==> src/rtl/mem_request_arbiter.sv <==
// Shares one RAM port between instruction fetch and data load/store.
// One access at a time; alternates grants under contention; one-cycle ready pulse per access.
module mem_request_arbiter #(
  parameter int ADDR_W      = 32,
  parameter int DATA_W      = 32,
  parameter int RAM_LATENCY = 2
) (
  input  logic              clk,
  input  logic              reset,
  input  logic              i_req,
  input  logic [ADDR_W-1:0] i_addr,
  output logic [DATA_W-1:0] i_data,
  output logic              i_ready,
  input  logic              d_ren,
  input  logic              d_wen,
  input  logic [ADDR_W-1:0] d_addr,
  input  logic [DATA_W-1:0] d_store,
  output logic [DATA_W-1:0] d_load,
  output logic              d_ready,
  output logic [ADDR_W-1:0] ram_addr,
  output logic [DATA_W-1:0] ram_store,
  output logic              ram_ren,
  output logic              ram_wen,
  input  logic [DATA_W-1:0] ram_load,
  input  logic              ram_busy
);

  localparam int CNT_W = $clog2(RAM_LATENCY + 1);
  localparam logic [CNT_W-1:0] CNT_LAST = CNT_W'(RAM_LATENCY - 1);

  localparam logic [1:0] IDLE = 2'd0;
  localparam logic [1:0] IACC = 2'd1;
  localparam logic [1:0] DACC = 2'd2;
  localparam logic [1:0] RESP = 2'd3;

  logic [1:0]        state;
  logic [CNT_W-1:0]  cnt;
  logic              last_data;
  logic              wr_q;
  logic [ADDR_W-1:0] addr_q;
  logic [DATA_W-1:0] store_q;
  logic              d_pend;
  logic              grant_d;

  assign d_pend  = d_ren | d_wen;
  // With both ports pending, the port that was not served last wins.
  assign grant_d = d_pend & (~i_req | ~last_data);

  always_ff @(posedge clk) begin
    if (reset) begin
      state     <= IDLE;
      cnt       <= '0;
      last_data <= 1'b0;
      wr_q      <= 1'b0;
      addr_q    <= '0;
      store_q   <= '0;
      i_data    <= '0;
      d_load    <= '0;
    end else begin
      case (state)
        IDLE: begin
          if (grant_d) begin
            addr_q    <= d_addr;
            store_q   <= d_store;
            wr_q      <= d_wen;
            last_data <= 1'b1;
            cnt       <= '0;
            state     <= DACC;
          end else if (i_req) begin
            addr_q    <= i_addr;
            wr_q      <= 1'b0;
            last_data <= 1'b0;
            cnt       <= '0;
            state     <= IACC;
          end
        end
        IACC, DACC: begin
          // A busy RAM cycle does not count toward the access length.
          if (!ram_busy) begin
            cnt <= cnt + CNT_W'(1);
            if (cnt == CNT_LAST) begin
              if (state == IACC)
                i_data <= ram_load;
              else if (!wr_q)
                d_load <= ram_load;
              state <= RESP;
            end
          end
        end
        RESP:    state <= IDLE;
        default: state <= IDLE;
      endcase
    end
  end

  // In RESP, last_data still identifies the port that was just served.
  assign ram_addr  = (state == IACC || state == DACC) ? addr_q : '0;
  assign ram_ren   = (state == IACC) || (state == DACC && !wr_q);
  assign ram_wen   = (state == DACC) && wr_q;
  assign ram_store = ram_wen ? store_q : '0;
  assign i_ready   = (state == RESP) && !last_data;
  assign d_ready   = (state == RESP) && last_data;

endmodule

==> config.mk <==
export PLATFORM = sky130hd
export DESIGN_NAME = mem_request_arbiter
export DESIGN_NICKNAME = d
export VERILOG_FILES = /design/src/rtl/mem_request_arbiter.sv
export SDC_FILE = /design/constraint.sdc
export NUM_CORES = 1
export LEC_CHECK = 0
export BUFFER_PORTS_ARGS = -buffer_cell sky130_fd_sc_hd__buf_2
export CAP_MARGIN = 10
export CORE_ASPECT_RATIO = 0.6
export CORE_MARGIN = 4
export CORE_UTILIZATION = 30
export DETAILED_ROUTE_END_ITERATION = 10
export PLACE_DENSITY = 0.64
export SYNTH_ARGS = -nofsm -noshare
export SYNTH_HDL_FRONTEND = slang
export SYNTH_SLANG_ARGS = --single-unit
==> constraint.sdc <==
create_clock -name clk -period 4 [get_ports clk]
set_input_delay 0.8 -clock clk [delete_from_list [all_inputs] [get_ports clk]]
set_output_delay 0.8 -clock clk [all_outputs]
set_load 0.03 [all_outputs]
======== After elaboration in Yosys (flattened, before gate mapping) ========
Cells that the tools add are included.
word-level totals
  register bits after elaboration ......... 134
  bits of input ports ..................... 134
  output and inout port bits .............. 132
cells by class
  add/subtract/negate cells ............... 1
  eq/ne operators ......................... 7
  muxes and demuxes ....................... 16
  bitwise operators ....................... 8
  reduce and logical (&&, ||, !) cells .... 18
operators by type and width
  kind                 number
  $mux 32              4
  $mux 2               7
  $pmux 2 s3           1
  $reduce_and 3->1     2
  $not 1->1            5
  $reduce_and 5->1     1
  $eq 2x1->1 const B   2
  $eq 2x2->1 const B   2
  $logic_and 1x1->1    4
  $ne 2x2->1 const B   2
  $pmux 2 s2           1
  $reduce_and 2->1     2
  $reduce_and 4->1     1
  $reduce_bool 2->1    2
  $mux 1               3
  $ne 3x3->1 const B   1
  $add 2x1->2 const B  1
  $logic_not 1->1      2
  $logic_not 2->1      1
  $logic_or 1x1->1     2
  $or 1x1->1           2
  $reduce_or 2->1      1
  $and 1x1->1          1

======== Longest topological paths before layout ========
Gate-level depths: netlist (run 1).
  word-level depth ........................ 5
  gate-level depth with buffers ........... 7

======== Worst setup path after synthesis (run 1) ========
No wires, ideal clock.
  path type ............................... register to output
  start ................................... register state[0]
  end ..................................... output port ram_addr[10]
  arrival ................................. 1.569 ns
  path slack .............................. 1.631 ns
  stages on the path, launching flop included .. 6
  cell sequence ........................... dfxtp_1 inv_1 ha_1 clkbuf_1 clkbuf_1 and2_1
on the way
  cells in the longest elaborated chain, start to end .. 3
  elaborated cells on any way between the ends .. 4
  those cells by class .................... 2 x eq/ne; 1 x mux; 1 x reduce/logical
RTL lines
  item                                      RTL line  RTL
  start, declared                           36        logic [1:0] state;
  start signal, assigned                    51        state <= IDLE;
  start signal, assigned                    68        state <= DACC;
  start signal, assigned                    74        state <= IACC;
  $eq 2x1->1 or $eq 2x2->1 (tied branches)  97        assign ram_addr = (state == IACC || state == DACC) ? addr_q : '0;
  $logic_or 1x1->1 (*)                      97
  $mux 32 (*)                               97
  end, declared                             20        output logic [ADDR_W-1:0] ram_addr,
Mark *: on every way between the ends. The rest lies on a longest branch, timed or not.

======== Final worst setup path (run 1) ========
  start ................................... register state[0]
  end ..................................... output port ram_addr[3]
The elaborated chain is that of the path after synthesis.

==> flow_summary.json, run 1 <==
{
  "firstDrtPassIters": 5,
  "synthDominantCellAreaShare": 0.462,
  "drt_wl_total_um": 19100,
  "synth_edf_count": 0,
  "power.internal_mw": 3.05,
  "outcome": "finished, final reports clean",
  "dpl_cell_area_sq_mm": 0.00728,
  "min_path_type": "reg2reg",
  "tns_ns": 0,
  "fmax_mhz": 336,
  "power.total_mw": 4.91,
  "vias": 6030,
  "die_w_um": 188,
  "swShare": 0.378,
  "fp-row-count": 39,
  "rrSetupSlack_ns": 1.47,
  "ys.flop_type": "dfxtp_1",
  "vdd_drop_max_uv": 288,
  "synth_area_leaders": "dfxtp_1 46%, a21oi_1 14%, o21ai_0 7.8%",
  "maxCapViolCount": 0,
  "syn-cell-area_sq_mm": 0.00580,
  "wl_met2_um": 8290,
  "cts_tree": "built",
  "fin_util": 0.413,
  "grt_pass1_wl_um": 30000,
  "min_to": "i_data[20]",
  "wl_met3_um": 1730,
  "tightest_slew_ns": 1.12,
  "report.final.setup_viol": 0,
  "portBuffers": 265,
  "core_area_sq_mm": 0.0190,
  "clkPwrFrac": 0.317,
  "cts_setup_buffers": 0,
  "grt_max_degree": 68,
  "final-hold-violation-count": 0,
  "slew_viol_final": 0,
  "area_delta_synth_final_pct": 35.6,
  "holdPathStages": 2,
  "power_leakage_nw": 3.62,
  "clk_pin_slew_ns": 0.06,
  "p_comb_frac": 0.339,
  "timing.rr.end": "d_load[8]",
  "r2r-start": "state[0]",
  "end_kind": "primary output",
  "nFillCells": 2019,
  "post_drt_wl_per_cell_um": 15.7,
  "min_from": "i_data[20]",
  "overflow": 0,
  "drt_iter0_drc": 289,
  "yosysMostFrequentCell": "a21oi_1",
  "initial_core_util": 0.305,
  "met1Wirelength_um": 9010,
  "design_area_sq_mm": 0.00787,
  "antenna_found_initial": 0,
  "drc": 0,
  "clockBufferDepth": 2,
  "maxSlewHeadroom": 0.255,
  "holdBufCountCts": 0,
  "crit_required_ns": 3.20,
  "nets": 1097,
  "min_period_ns": 2.98,
  "vias_per_cell": 4.96,
  "grt_pass1_vias": 5671,
  "post_cts_resized": 0,
  "synthDistinctLibCells": 34,
  "crit_type": "reg2out",
  "skew_ns": 0.00985,
  "ys_seq_area_frac": 0.462,
  "yosysTopAreaCell": "dfxtp_1",
  "start_kind": "register",
  "clkLatencyLatePin_ns": 0.42,
  "pwr-share-seq": 0.343,
  "track_usage": 0.170,
  "fin_crit_sh": 0.745,
  "synth.avg_cell_area_sq_um": 7.92,
  "syn_nets": 873,
  "dp_hpwl_um": 12900,
  "synth_seq_cells": 134,
  "dieArea_sq_mm": 0.0217,
  "rr_worst_depth": 7,
  "cts_root_buf": "clkbuf_16",
  "async_flop_share": 0,
  "arrival_ns": 2.18,
  "p_sw_mw": 1.85,
  "cts_buffers": 17,
  "yosysWarnings": 0,
  "htreeDepth": 4,
  "drive_above_1_share": 0.324,
  "worstPathMaxFanout": 33,
  "gp_congestion": 0.791,
  "ant_nets": 0,
  "clock_sink_count": 134,
  "power_density_mw_per_mm2": 624,
  "antennaDiodeCount": 0,
  "synth_common_cells": "160 x a21oi_1, 134 x dfxtp_1, 98 x nand2_1",
  "rsz0062_at_grt": "no",
  "syn_inst": 733,
  "io_pins": 266,
  "top_layer_used": "met4",
  "die_h_um": 116,
  "hold_ws_ns": 0.451
}
==> metal layers <==
layer | track usage | up-vias
met1 | 0.234 | 2785
met4 | 0.0459 | 0
met5 | 0 | -
met3 | 0.0683 | 6
met2 | 0.247 | 245
li1 | - | 2994
==> kinds of logic (layout without fill, tap and decap cells) <==
logic type	after synthesis	after routing	synth area share
adders and majority gates	6	6	0.0129
AOI/OAI and AO/OA	271	271	0.244
DFF	134	134	0.462
buffers and inverters	79	316	0.0578
and+or+nand+nor	243	243	0.224
==> final cells by class <==
type                       count  area, sq um  share of cell area
inverter                       6         22.5             0.00286
multi-input combinational    520         2840               0.361
clock inverter                11          126              0.0161
sequential                   134         2680               0.341
clock buffer                  21          460              0.0585
timing repair buffer         278         1430               0.181
tap                          246          308              0.0391
==> registers in the layout (all words and copies together) (netlist names) <==
signal / cells
i_data: 32
cnt: 2
wr_q: 1
last_data: 1
store_q: 32
d_load: 32
state: 2
addr_q: 32
==> worst max-delay path by stage <==
stage,start,to,depth (start not counted),slack [ns]
3_3_place_gp,state[0],ram_addr[26],4,1.54
5_1_grt,state[0],ram_addr[13],4,0.84
6_report,state[0],ram_addr[3],4,1.02
4_1_cts,state[0],ram_addr[3],4,0.98
2_1_floorplan,state[0],ram_addr[10],5,1.63
3_5_place_dp,state[0],d_load[2],7,1.43
==> through the flow <==
stage	std cells	worst slack, ns
3_5_place_dp	1184	1.43
2_1_floorplan	733	1.63
3_3_place_gp	1184	1.54
6_report	1216	1.02
5_1_grt	1216	0.843
4_1_cts	1216	0.984
==> critical path, stage by stage (launching register included) <==
cell	delay [ns]
dfxtp_1	0.35
inv_1	0.10
ha_1	0.86
and2_1	0.24
buf_2	0.20
==> placed cells by master, fill, tap and decap left out, types with 6 or more instances in the layout <==
master and instances:
and2_1 35, inv_1 6, buf_4 14, buf_2 264, o21ai_0 91, nand3b_1 33, nand2_1 98, a21oi_1 160
and3_1 32, clkbuf_16 17, nand3_1 32, dfxtp_1 134
==> power by group through the flow <==
stage	Clock, mW	Sequential, mW	Combinational, mW
floorplan	0	1.72	1.15
global route	1.67	1.71	1.84
global placement	0	1.72	1.64
finish	1.56	1.68	1.67
CTS	1.61	1.68	1.67
detailed placement	0	1.71	1.67
Note: power is estimated with default switching activity, not from simulation.
==> run 2, diff against run 1 <==
- ABC_AREA: default -> 1
- clock period: 4 -> 2.9 ns (I/O delays scaled with it)
==> run 2 against run 1 <==
Net effect:
- total power rose by 50%
- clock skew rose by 0.0013 ns
- worst hold slack got worse by 0.069 ns
- clock power rose by 46%
- area after synthesis rose by 7.1%
- sequential power rose by 43%
- critical path type unchanged
- critical endpoint unchanged
- highest routed layer is now met5
==> flow_summary.json, run 2 <==
{
  "clock_sink_count": 134,
  "fmax_mhz": 401,
  "overflow": 0,
  "fin_util": 0.413,
  "cts_setup_buffers": 0,
  "synth_area_leaders": "dfxtp_1 43%, nand2_1 17%, nor2_1 16%",
  "yosysTopAreaCell": "dfxtp_1",
  "crit_top_cell": "inv_1",
  "fp-row-count": 40,
  "nets": 1376,
  "min_path_type": "in2reg",
  "maxCapViolCount": 0,
  "syn_nets": 1137,
  "drt_iter0_drc": 300,
  "maxSlewHeadroom": 0.541,
  "final-hold-violation-count": 0,
  "power.internal_mw": 4.48,
  "r2r-start": "state[0]",
  "power_leakage_nw": 4.68,
  "min_period_ns": 2.49,
  "synth_common_cells": "275 x nand2_1, 265 x nor2_1, 140 x inv_1",
  "start_kind": "register",
  "tns_ns": 0,
  "report.final.setup_viol": 0,
  "cp_top_family": "buffers and inverters",
  "hold_ws_ns": 0.382,
  "cts_buffers": 17,
  "path_cells": "inv_1 > ha_1 > buf_4 > nand2_1 > inv_1 > buf_2",
  "initial_core_util": 0.308,
  "die_h_um": 120,
  "cts_tree": "built",
  "holdBufCountCts": 0,
  "timing.rr.end": "cnt[0]",
  "rr_worst_depth": 8,
  "power_density_mw_per_mm2": 883,
  "crit_type": "reg2out",
  "dieArea_sq_mm": 0.0232,
  "antenna_found_initial": 1,
  "synthDistinctLibCells": 21,
  "die_w_um": 194,
  "layout_common_cells": "275 x nand2_1, 265 x nor2_1, 265 x buf_2",
  "synth.avg_cell_area_sq_um": 6.24,
  "yosysMostFrequentCell": "nand2_1",
  "ant_nets": 0,
  "synth_seq_cells": 134,
  "arrival_ns": 1.91,
  "grt_max_degree": 67,
  "fin_crit_sh": 0.860,
  "ys_seq_area_frac": 0.431,
  "drt_wl_total_um": 18700,
  "synth_edf_count": 0,
  "grt_pass1_vias": 5942,
  "post_cts_resized": 0,
  "fin_cells": 1521,
  "io_pins": 266,
  "antennaDiodeCount": 0,
  "vias_per_cell": 4.22,
  "dp_hpwl_um": 13000,
  "power.total_mw": 7.36,
  "clk_pin_slew_ns": 0.06,
  "timing.critical_path.buf_inv": 4,
  "yosysWarnings": 0,
  "end_kind": "primary output",
  "area_delta_synth_final_pct": 34.1,
  "rrSetupSlack_ns": 0.87,
  "vias": 6422,
  "async_flop_share": 0,
  "grt_pass1_wl_um": 30100,
  "cp-startpoint": "state[0]",
  "firstDrtPassIters": 5,
  "tightest_slew_ns": 0.685,
  "endpoint": "ram_addr[3]",
  "cp_slowest_cell": "dfxtp_1",
  "vdd_drop_max_uv": 391,
  "slew_viol_final": 0,
  "portBuffers": 265,
  "swShare": 0.391,
  "drc": 0,
  "cts_root_buf": "clkbuf_16",
  "clockBufferDepth": 2,
  "track_usage": 0.159,
  "p_comb_frac": 0.364,
  "crit_cells": 6,
  "ys.flop_type": "dfxtp_1",
  "clkLatencyLatePin_ns": 0.42,
  "synthDominantCellAreaShare": 0.431,
  "worstPathMaxFanout": 34,
  "drive_above_1_share": 0.255,
  "crit_required_ns": 2.32,
  "core_area_sq_mm": 0.0202,
  "rsz0062_at_grt": "no",
  "syn-cell-area_sq_mm": 0.00622,
  "post_drt_wl_per_cell_um": 12.3,
  "gp_congestion": 0.809,
  "cp_slowest_stage_delay_ns": 0.36,
  "htreeDepth": 4,
  "final_common_cell": "nand2_1",
  "placed_cells": 1490,
  "outcome": "finished, final reports clean",
  "skew_ns": 0.0111,
  "clkPwrFrac": 0.309,
  "pwr-share-seq": 0.327,
  "syn_inst": 997,
  "p_sw_mw": 2.88
}
[run 2: worst register-to-register path: stages, from the launching register on]
cell and delay (ns):
dfxtp_1 0.36, inv_1 0.10, ha_1 0.32, buf_4 0.35, inv_1 0.15, o21ai_0 0.40
nand3_1 0.13, nand2_1 0.09, nor2_1 0.04
[run 2: area by class of cell]
cell class / instances / area [sq um]
Inverter: 143 / 537
Tap cell: 273 / 342
Timing Repair Buffer: 277 / 1440
Clock buffer: 19 / 433
Clock inverter: 12 / 179
Fill cell: 2106 / 11800
Sequential cell: 134 / 2680
Multi-Input combinational cell: 663 / 2720
[run 2: logic make-up (layout without fill, tap and decap cells)]
kind of cell	count (synthesis)	after routing	synth area share
simple gates	584	584	0.363
buf+inv	200	451	0.133
flops	134	134	0.431
compound gates	73	73	0.0604
fa+ha+maj	6	6	0.0121
[run 2: stage by stage]
step / setup slack [ns] / area [sq um]
finish: 0.406 / 8340
CTS: 0.366 / 8340
global placement: 0.911 / 7720
global route: 0.227 / 8340
floorplan: 0.938 / 6220
detailed placement: 0.834 / 7720
[run 2: worst min path at each step]
stage | cells past startpoint | from | endpoint | slack (ns)
final | 3 | d_store[5] | store_q[5] | 0.38
after floorplan | 2 | cnt[1] | cnt[1] | 0.45
after global routing | 3 | d_store[15] | store_q[15] | 0.36
after CTS | 3 | d_store[15] | store_q[15] | 0.36
after detailed placement | 2 | i_data[2] | i_data[2] | 0.45
after global placement | 2 | i_data[15] | i_data[15] | 0.44
[run 2: power groups by stage]
stage               Combinational (mW)  Clock [mW]  Sequential [mW]
finish                            2.68        2.28             2.40
global route                      3.08        2.43             2.45
CTS                               2.71        2.33             2.40
detailed placement                2.70           0             2.44
global placement                  2.65           0             2.45
floorplan                         1.97           0             2.51
[run 2: layer usage]
metal,vias up,global-route usage,routed length (um)
met5,-,0,13
met2,231,0.229,7640
li1,3406,-,-
met1,2768,0.218,9070
met3,15,0.0699,1810
met4,2,0.0417,173
==> run 3, diff against run 2 <==
- REMOVE_ABC_BUFFERS: default -> 1
==> run 3 against run 2 <==
Net effect:
- setup slack got worse by 0.048 ns
- critical path type unchanged
- via count grew 1.1%
- cell area is 0.48% lower
- first-iteration DRC count shrank 32%
- clock skew is 0.0013 ns lower
- largest power group unchanged
- maximum frequency is 1.9% lower
- largest cell class unchanged
==> flow_summary.json, run 3 (synthesized netlist as in run 2, its figures left out) <==
{
  "post_drt_wl_per_cell_um": 12.5,
  "power_density_mw_per_mm2": 873,
  "grt_pass1_vias": 6018,
  "antennaDiodeCount": 0,
  "vias": 6492,
  "fmax_mhz": 393,
  "rsz0062_at_grt": "no",
  "outcome": "finished, final reports clean",
  "area_delta_synth_final_pct": 33.4,
  "fin_crit_sh": 0.877,
  "holdBufCountCts": 0,
  "cp_top_family": "buffers and inverters",
  "clock_sink_count": 134,
  "htreeDepth": 4,
  "min_period_ns": 2.54,
  "power_leakage_nw": 4.66,
  "core_area_sq_mm": 0.0202,
  "maxSlewHeadroom": 0.437,
  "firstDrtPassIters": 6,
  "worstPathMaxFanout": 34,
  "start_kind": "register",
  "fin_cells": 1523,
  "post_cts_resized": 0,
  "grt_pass1_wl_um": 30600,
  "path_cells": "inv_1 > ha_1 > buf_4 > nand2_1 > inv_1 > buf_2",
  "report.final.setup_viol": 0,
  "crit_top_cell": "inv_1",
  "final-hold-violation-count": 0,
  "placed_cells": 1491,
  "nets": 1377,
  "fp-row-count": 40,
  "ant_nets": 0,
  "antenna_found_initial": 2,
  "overflow": 0,
  "cts_setup_buffers": 0,
  "drt_wl_total_um": 19000,
  "drive_above_1_share": 0.258,
  "portBuffers": 265,
  "tns_ns": 0,
  "vias_per_cell": 4.26,
  "design_area_sq_mm": 0.00830,
  "clk_pin_slew_ns": 0.06,
  "drt_iter0_drc": 205,
  "gp_congestion": 0.832,
  "min_path_type": "in2reg",
  "cts_tree": "built",
  "crit_required_ns": 2.32,
  "grt_max_degree": 67,
  "cts_root_buf": "clkbuf_16",
  "clkLatencyLatePin_ns": 0.42,
  "multi_input_area_sq_mm": 0.00272,
  "dp_hpwl_um": 13300,
  "cts_buffers": 17,
  "slew_viol_final": 0,
  "nFillCells": 2182,
  "hold_ws_ns": 0.384,
  "clockBufferDepth": 2,
  "end_kind": "primary output",
  "vdd_drop_max_uv": 365,
  "arrival_ns": 1.96,
  "crit_type": "reg2out",
  "cp_slowest_stage_delay_ns": 0.37,
  "drc": 0,
  "power.total_mw": 7.24,
  "layout.area.seq_sq_mm": 0.00268,
  "cp_slowest_cell": "dfxtp_1",
  "timing.critical_path.buf_inv": 4,
  "skew_ns": 0.00989,
  "tightest_slew_ns": 0.842,
  "die_h_um": 120,
  "dieArea_sq_mm": 0.0232,
  "die_w_um": 194,
  "track_usage": 0.162,
  "dpl_cell_area_sq_mm": 0.00771,
  "layout_common_cells": "275 x nand2_1, 265 x nor2_1, 265 x buf_2",
  "maxCapViolCount": 0,
  "io_pins": 266,
  "initial_core_util": 0.308,
  "final_common_cell": "nand2_1"
}
==> run 3: cell count changes in the layout (fill, tap and decap cells not counted), sizes merged <==
cell / before / now
clkinvlp: 3 / 4
inv: 144 / 145
clkinv: 4 / 6
bufinv: 4 / 2
buf: 277 / 278
clkbuf: 19 / 18
==> run 3: worst register-to-register path: stages (launching register included) <==
cell and delay [ns]:
dfxtp_1 0.37, inv_1 0.10, ha_1 0.32, buf_4 0.36, inv_1 0.15, o21ai_0 0.40
nand3_1 0.14, nand2_1 0.09, nor2_1 0.04
==> run 3: worst paths after layout <==
path / from / end / slack [ns] / depth (start not counted)
worst min register to register: i_data[20] / i_data[20] / 0.46 / 2
worst min-delay path: d_store[3] / store_q[3] / 0.38 / 3
worst max-delay path: state[0] / ram_addr[14] / 0.36 / 6
worst max register to register: state[0] / cnt[1] / 0.82 / 8
==> run 3: layout make-up <==
class	count	share of cell area
inverter	143	0.0648
sequential	134	0.323
clock buffer	18	0.0529
timing repair buffer	278	0.172
clock inverter	14	0.0179
tap	273	0.0412
multi-input combinational	663	0.328
==> run 3: through the flow <==
step | setup WS [ns] | utilization
2_1_floorplan | 0.500 | -
3_3_place_gp | 0.755 | 0.382
3_5_place_dp | 0.696 | 0.382
4_1_cts | 0.322 | 0.411
5_1_grt | 0.226 | 0.411
6_report | 0.358 | 0.411
==> run 3: power by group <==
part	switching [mW]	total (mW)	internal [mW]
Sequential	0.162	2.39	2.23
Combinational	1.89	2.70	0.809
Clock	0.854	2.15	1.29
Total	2.91	7.24	4.34
==> run 3: per-layer routing <==
metal  routed length (um)  vias up  share of wire  global-route usage
met2                 7500      222           0.39               0.225
met1                 9450     2834           0.50               0.226
met5                   14        -        0.00074                   0
met3                 1840       18          0.097              0.0699
met4                  215        4          0.011              0.0505
li1                     -     3414              -                   -
